### src/rtl/tile_map_arbiter.sv
// Tile-map RAM arbiter: display fetches always win the single RAM port, buffered writes drain in
// display-free cycles. Define TILE_ARB_CLEAR_EN to add the full-map clear sequencer.
module tile_map_arbiter #(
  parameter int            AW        = 11,
  parameter int            DW        = 8,
  parameter int            DEPTH     = 4,
  parameter int            TILES     = 1200,
  parameter logic [DW-1:0] CLEAR_VAL = 8'h00
) (
  input  logic                       clk,
  input  logic                       rst,
  input  logic                       disp_req,
  input  logic [AW-1:0]              disp_addr,
  output logic [DW-1:0]              disp_data,
  output logic                       disp_valid,
  input  logic                       wr_valid,
  input  logic [AW-1:0]              wr_addr,
  input  logic [DW-1:0]              wr_data,
  output logic                       wr_ready,
  output logic [$clog2(DEPTH):0]     fifo_level,
  output logic                       ram_en,
  output logic                       ram_we,
  output logic [AW-1:0]              ram_addr,
  output logic [DW-1:0]              ram_wdata,
  input  logic [DW-1:0]              ram_rdata
`ifdef TILE_ARB_CLEAR_EN
  ,
  input  logic                       clear_start,
  output logic                       clear_busy
`endif
);

  localparam int PW = $clog2(DEPTH);
  localparam int LW = PW + 1;

  logic [AW-1:0] fifo_addr [DEPTH];
  logic [DW-1:0] fifo_data [DEPTH];
  logic [PW-1:0] rd_ptr, wr_ptr;
  logic [LW-1:0] level;
  logic          full, empty, push, pop;
  logic          busy, slot_disp, slot_clear;
  logic [AW-1:0] clr_addr;
  logic [AW-1:0] hold_addr;
  logic [DW-1:0] hold_wdata;

  assign empty      = (level == '0);
  assign full       = (level == LW'(DEPTH));
  assign wr_ready   = !rst && !full && !busy;
  assign push       = wr_valid && wr_ready;
  // Every RAM source is gated by rst so no access can leak out while reset is held.
  assign slot_disp  = disp_req && !rst;
  assign pop        = !rst && !disp_req && !slot_clear && !empty;
  assign fifo_level = level;
  assign disp_data  = ram_rdata;

`ifdef TILE_ARB_CLEAR_EN
  typedef enum logic [1:0] {IDLE, PEND, CLEAR} clr_state_t;

  clr_state_t    state, state_nxt;
  logic [AW-1:0] clr_cnt, clr_cnt_nxt;

  always_ff @(posedge clk or posedge rst) begin
    if (rst) begin
      state   <= IDLE;
      clr_cnt <= '0;
    end else begin
      state   <= state_nxt;
      clr_cnt <= clr_cnt_nxt;
    end
  end

  // NOTE: every output of an always_comb gets a default first, otherwise the tool infers a latch.
  always_comb begin
    state_nxt   = state;
    clr_cnt_nxt = clr_cnt;
    case (state)
      IDLE:  if (clear_start) state_nxt = PEND;
      PEND:  if (empty) begin
               state_nxt   = CLEAR;
               clr_cnt_nxt = '0;
             end
      CLEAR: if (!disp_req) begin
               clr_cnt_nxt = clr_cnt + 1'b1;
               if (clr_cnt == AW'(TILES - 1)) state_nxt = IDLE;
             end
      default: state_nxt = IDLE;
    endcase
  end

  assign busy       = (state != IDLE);
  assign slot_clear = (state == CLEAR) && !disp_req;
  assign clr_addr   = clr_cnt;
  assign clear_busy = busy;
`else
  assign busy       = 1'b0;
  assign slot_clear = 1'b0;
  assign clr_addr   = AW'(TILES - 1);
`endif

  // NOTE: state registers use non-blocking assignments so every flop samples pre-edge values.
  always_ff @(posedge clk or posedge rst) begin
    if (rst) begin
      rd_ptr <= '0;
      wr_ptr <= '0;
      level  <= '0;
    end else begin
      if (push) wr_ptr <= wr_ptr + 1'b1;
      if (pop)  rd_ptr <= rd_ptr + 1'b1;
      case ({push, pop})
        2'b10:   level <= level + 1'b1;
        2'b01:   level <= level - 1'b1;
        default: ;
      endcase
    end
  end

  // NOTE: FIFO storage has no reset; the pointers and level alone define which entries are live.
  always_ff @(posedge clk) begin
    if (push) begin
      fifo_addr[wr_ptr] <= wr_addr;
      fifo_data[wr_ptr] <= wr_data;
    end
  end

  always_comb begin
    ram_en    = 1'b0;
    ram_we    = 1'b0;
    ram_addr  = hold_addr;
    ram_wdata = hold_wdata;
    if (slot_disp) begin
      ram_en   = 1'b1;
      ram_addr = disp_addr;
    end else if (slot_clear) begin
      ram_en    = 1'b1;
      ram_we    = 1'b1;
      ram_addr  = clr_addr;
      ram_wdata = CLEAR_VAL;
    end else if (pop) begin
      ram_en    = 1'b1;
      ram_we    = 1'b1;
      ram_addr  = fifo_addr[rd_ptr];
      ram_wdata = fifo_data[rd_ptr];
    end
  end

  // Idle cycles keep the RAM address/data bus steady at the last driven values.
  always_ff @(posedge clk or posedge rst) begin
    if (rst) begin
      hold_addr  <= '0;
      hold_wdata <= '0;
      disp_valid <= 1'b0;
    end else begin
      disp_valid <= disp_req;
      if (ram_en) begin
        hold_addr  <= ram_addr;
        hold_wdata <= ram_wdata;
      end
    end
  end

endmodule

### config.mk
export PLATFORM = sky130hd
export DESIGN_NAME = tile_map_arbiter
export DESIGN_NICKNAME = d
export VERILOG_FILES = /design/src/rtl/tile_map_arbiter.sv
export SDC_FILE = /design/constraint.sdc
export NUM_CORES = 1
export LEC_CHECK = 0
export CAP_MARGIN = 10
export CORE_MARGIN = 2
export CORE_UTILIZATION = 47
export DETAILED_ROUTE_END_ITERATION = 10
export HOLD_SLACK_MARGIN = 0.08
export PLACE_DENSITY = 0.76
export SYNTH_ARGS = -nofsm -noshare
export SYNTH_HDL_FRONTEND = slang
export SYNTH_SLANG_ARGS = --single-unit
### constraint.sdc
create_clock -name clk -period 1.95 [get_ports clk]
set_input_delay 0.195 -clock clk [delete_from_list [all_inputs] [get_ports clk]]
set_output_delay 0.195 -clock clk [all_outputs]
set_load 0.01 [all_outputs]
==> results.json <==
{
  "syn_area_mm2": 0.004347,
  "insertion_delay_ns": 0.36,
  "synth_fp_nets": 277,
  "antennaDiodeCount": 0,
  "cts_tree": "built",
  "crit_slowest_cell": "mux4_2",
  "min_path_type": "in2out",
  "area_growth_pct": 30.57,
  "max_freq_ghz": 0.4458,
  "antenna_found_initial": 0,
  "fin_ws_ns": -0.2933,
  "wl_um": 8182,
  "netlist.area_leader.share_pct": 52.50,
  "path_cells": "buf_12, mux4_2, and3_4, a221o_1, buf_2",
  "clockBufferDepth": 2,
  "post-dp-hpwl_um": 5555,
  "grt_pass1_vias": 2577,
  "yosysSeqAreaShare_pct": 68.05,
  "fp.dieH_um": 100.2,
  "max-cap-violations": 0,
  "crit_path_end": "ram_addr[8]",
  "slew_headroom_pct": 74.87,
  "period_share_pct": 115.0,
  "critical_path_arrival_ns": 2.05,
  "rsz0062_at_grt": "true",
  "portBuffers": 59,
  "critPathCaptureType": "output port",
  "nets": 377,
  "cp_top_family": "multiplexers",
  "yosys_warnings": 0,
  "place_congestion": 0.7627,
  "cp-startpoint": "rd_ptr[0]",
  "reg2reg_to": "fifo_level[2]",
  "cts_made_buffers": 9,
  "die_w_um": 100.2,
  "power_mw": 7.284,
  "layout-drive-gt1-share_pct": 43.71,
  "crit_required_ns": 1.75,
  "slowest_delay_ns": 0.53,
  "criticalPathCategory": "reg2out",
  "yosys.area.top_type": "edfxtp_1",
  "vias": 2446,
  "power_density_mw_per_mm2": 1284,
  "r2r_slack_ns": 0.10,
  "setup_viol": 19,
  "dp_slack_ns": -0.3367,
  "hold_violations": 0,
  "ir_drop_mv": 0.3796,
  "clock-root-buffer": "clkbuf_8",
  "drt_iter0_drc": 85,
  "critPathMaxFanout": 7,
  "p_leak_nw": 2.144,
  "path_depth": 5,
  "grt_pass1_wl_um": 13170,
  "syn_inst": 229,
  "drv_slew": 0,
  "drtPass1Iterations": 4,
  "fp-row-count": 35,
  "rr_startpoint": "fifo_level[1]",
  "start_util_pct": 47.72,
  "clock_skew_ns": 0.01508,
  "dieArea_mm2": 0.01003,
  "htreeDepth": 3,
  "avgViaCountPerCell": 5.497,
  "avgSynthCellArea_um2": 18.98,
  "ff2ff_path_depth": 8,
  "grt_util_all_layers_pct": 17.62,
  "tightest_slew_ns": 0.3769,
  "ys_ff_latch": 103,
  "cts_sinks": 103,
  "grt_max_degree": 28,
  "fin_crit_ns": 2.243,
  "place_area_mm2": 0.005315,
  "start_kind": "register",
  "drc_errors": 0,
  "wl_per_cell_um": 18.39,
  "ys_types": 29,
  "clk_pin_slew_ns": 0.09,
  "crit_buf_inv": 2,
  "overflow": 0,
  "yosys-top-cells-area": "edfxtp_1 53%, dfrtp_1 16%, mux4_2 6.7%, a221o_1 5.1%, mux4_1 3.6%",
  "ctsHoldBuffers": 0,
  "io_pins": 76,
  "core_area_mm2": 0.009109,
  "violations": "negative setup slack",
  "outcome": "complete, but fails checks",
  "antenna_left": 0,
  "stdcell_area_mm2": 0.005675
}
flip-flops by register name, summed over array words and instances, names as in the netlist:
register	flops
fifo_addr	44
fifo_data	32
rd_ptr	2
hold_addr	11
hold_wdata	8
fifo_level	3
wr_ptr	2
disp_valid	1
metal layers:
metal / part of all wire [%] / GRT usage [%] / routed length (um) / vias to the layer above
li1: - / - / - / 1110
met5: 0 / 0 / 0 / -
met4: 1.6 / 6.639 / 133 / 0
met3: 4.8 / 3.064 / 394 / 12
met2: 52 / 29.69 / 4248 / 56
met1: 42 / 23.10 / 3405 / 1268
area by class of cell:
type | count | area [um^2]
repair buffers | 108 | 1041
clock inverters | 7 | 91.34
flip-flops and latches | 103 | 2960
inverters | 9 | 33.78
clock buffers | 9 | 123.9
fillers | 643 | 3433
well taps | 111 | 138.9
multi-input cells | 98 | 1286
logic make-up (layout without fill, tap and decap cells):
| kind of cell | count (synthesis) | in the layout | share of synthesized area, % |
|---|---|---|---|
| adders and majority gates | 6 | 6 | 1.900 |
| AOI/OAI and AO/OA | 25 | 25 | 5.469 |
| and+or+nand+nor | 23 | 24 | 3.339 |
| muxes | 37 | 37 | 15.69 |
| buffers and inverters | 29 | 133 | 4.347 |
| xor gates and xnor gates | 6 | 6 | 1.209 |
| DFF | 103 | 103 | 68.05 |
worst min path at each step:
stage | end | startpoint | cells after the start | slack [ns]
after floorplan | disp_valid | disp_req | 0 | 0.23
final | disp_data[0] | ram_rdata[0] | 0 | 0.39
after detailed placement | disp_data[7] | ram_rdata[7] | 0 | 0.39
after global placement | disp_data[7] | ram_rdata[7] | 0 | 0.39
after CTS | disp_data[7] | ram_rdata[7] | 0 | 0.39
after global routing | disp_data[0] | ram_rdata[0] | 0 | 0.39
cells in the mapped netlist:
cell / n
nor2_1: 3
clkbuf_1: 6
mux2_2: 9
and3_2: 2
and2_4: 1
nor2b_1: 1
or3_4: 1
buf_4: 8
a221o_1: 22
a211oi_1: 1
buf_2: 2
inv_1: 9
and2_1: 5
mux2_4: 8
fa_1: 1
mux2i_1: 1
mux4_2: 13
buf_6: 2
and3_1: 9
nand3_1: 1
edfxtp_1: 76
ha_1: 5
xnor2_1: 3
dfrtp_1: 27
xor2_1: 3
a21oi_1: 1
o21ai_1: 1
buf_12: 2
mux4_1: 6
cells in the final DEF (no fill, tap or decap), drive strengths merged:
cell | Yosys | final
mux2i | 1 | 1
or3 | 1 | 1
clkbuf | 6 | 9
dfrtp | 27 | 27
clkinvlp | 0 | 1
buf | 14 | 69
edfxtp | 76 | 76
clkdlybuf4s50 | 0 | 38
ha | 5 | 5
clkinv | 0 | 3
mux4 | 19 | 19
nor2b | 1 | 1
and3 | 11 | 11
nand3 | 1 | 1
nor2 | 3 | 3
fa | 1 | 1
xnor2 | 3 | 3
a21oi | 1 | 1
inv | 9 | 11
a211oi | 1 | 1
xor2 | 3 | 3
mux2 | 17 | 17
and2 | 6 | 7
a221o | 22 | 22
bufinv | 0 | 1
clkdlybuf4s15 | 0 | 1
o21ai | 1 | 1
what timing repair did:
action,CTS,global route
pin swaps,13,10
buffers inserted,9,7
cloned,2,0
resized for setup,122,4
endpoints found under the setup margin,22,22
metrics by stage:
step           instances  setup TNS (ns)  hold WS, ns  util (%)
6_report             445          -4.324       0.3900     62.31
5_1_grt              445          -5.655       0.3900     62.31
4_1_cts              441          -5.426       0.3901     62.06
3_5_place_dp         415          -6.019       0.3901     58.35
3_3_place_gp         415          -5.588       0.3901     58.35
2_1_floorplan        229        -0.02450       0.2264         -
power breakdown:
part	switching, mW	total, mW	leakage, nW	internal (mW)
combinational	1.18	2.94	1.03	1.76
sequential	0.196	2.98	1.01	2.78
clock	0.747	1.37	0.105	0.621
worst reg2reg max path, cell delays in order, from the launching register on:
cell	delay [ns]
dfrtp_1	0.39
or3_4	0.46
and2_4	0.17
ha_4	0.15
inv_2	0.04
fa_2	0.18
xor2_1	0.14
nor2_1	0.06
xor2_1	0.15
(Power assumes the default switching activity.)
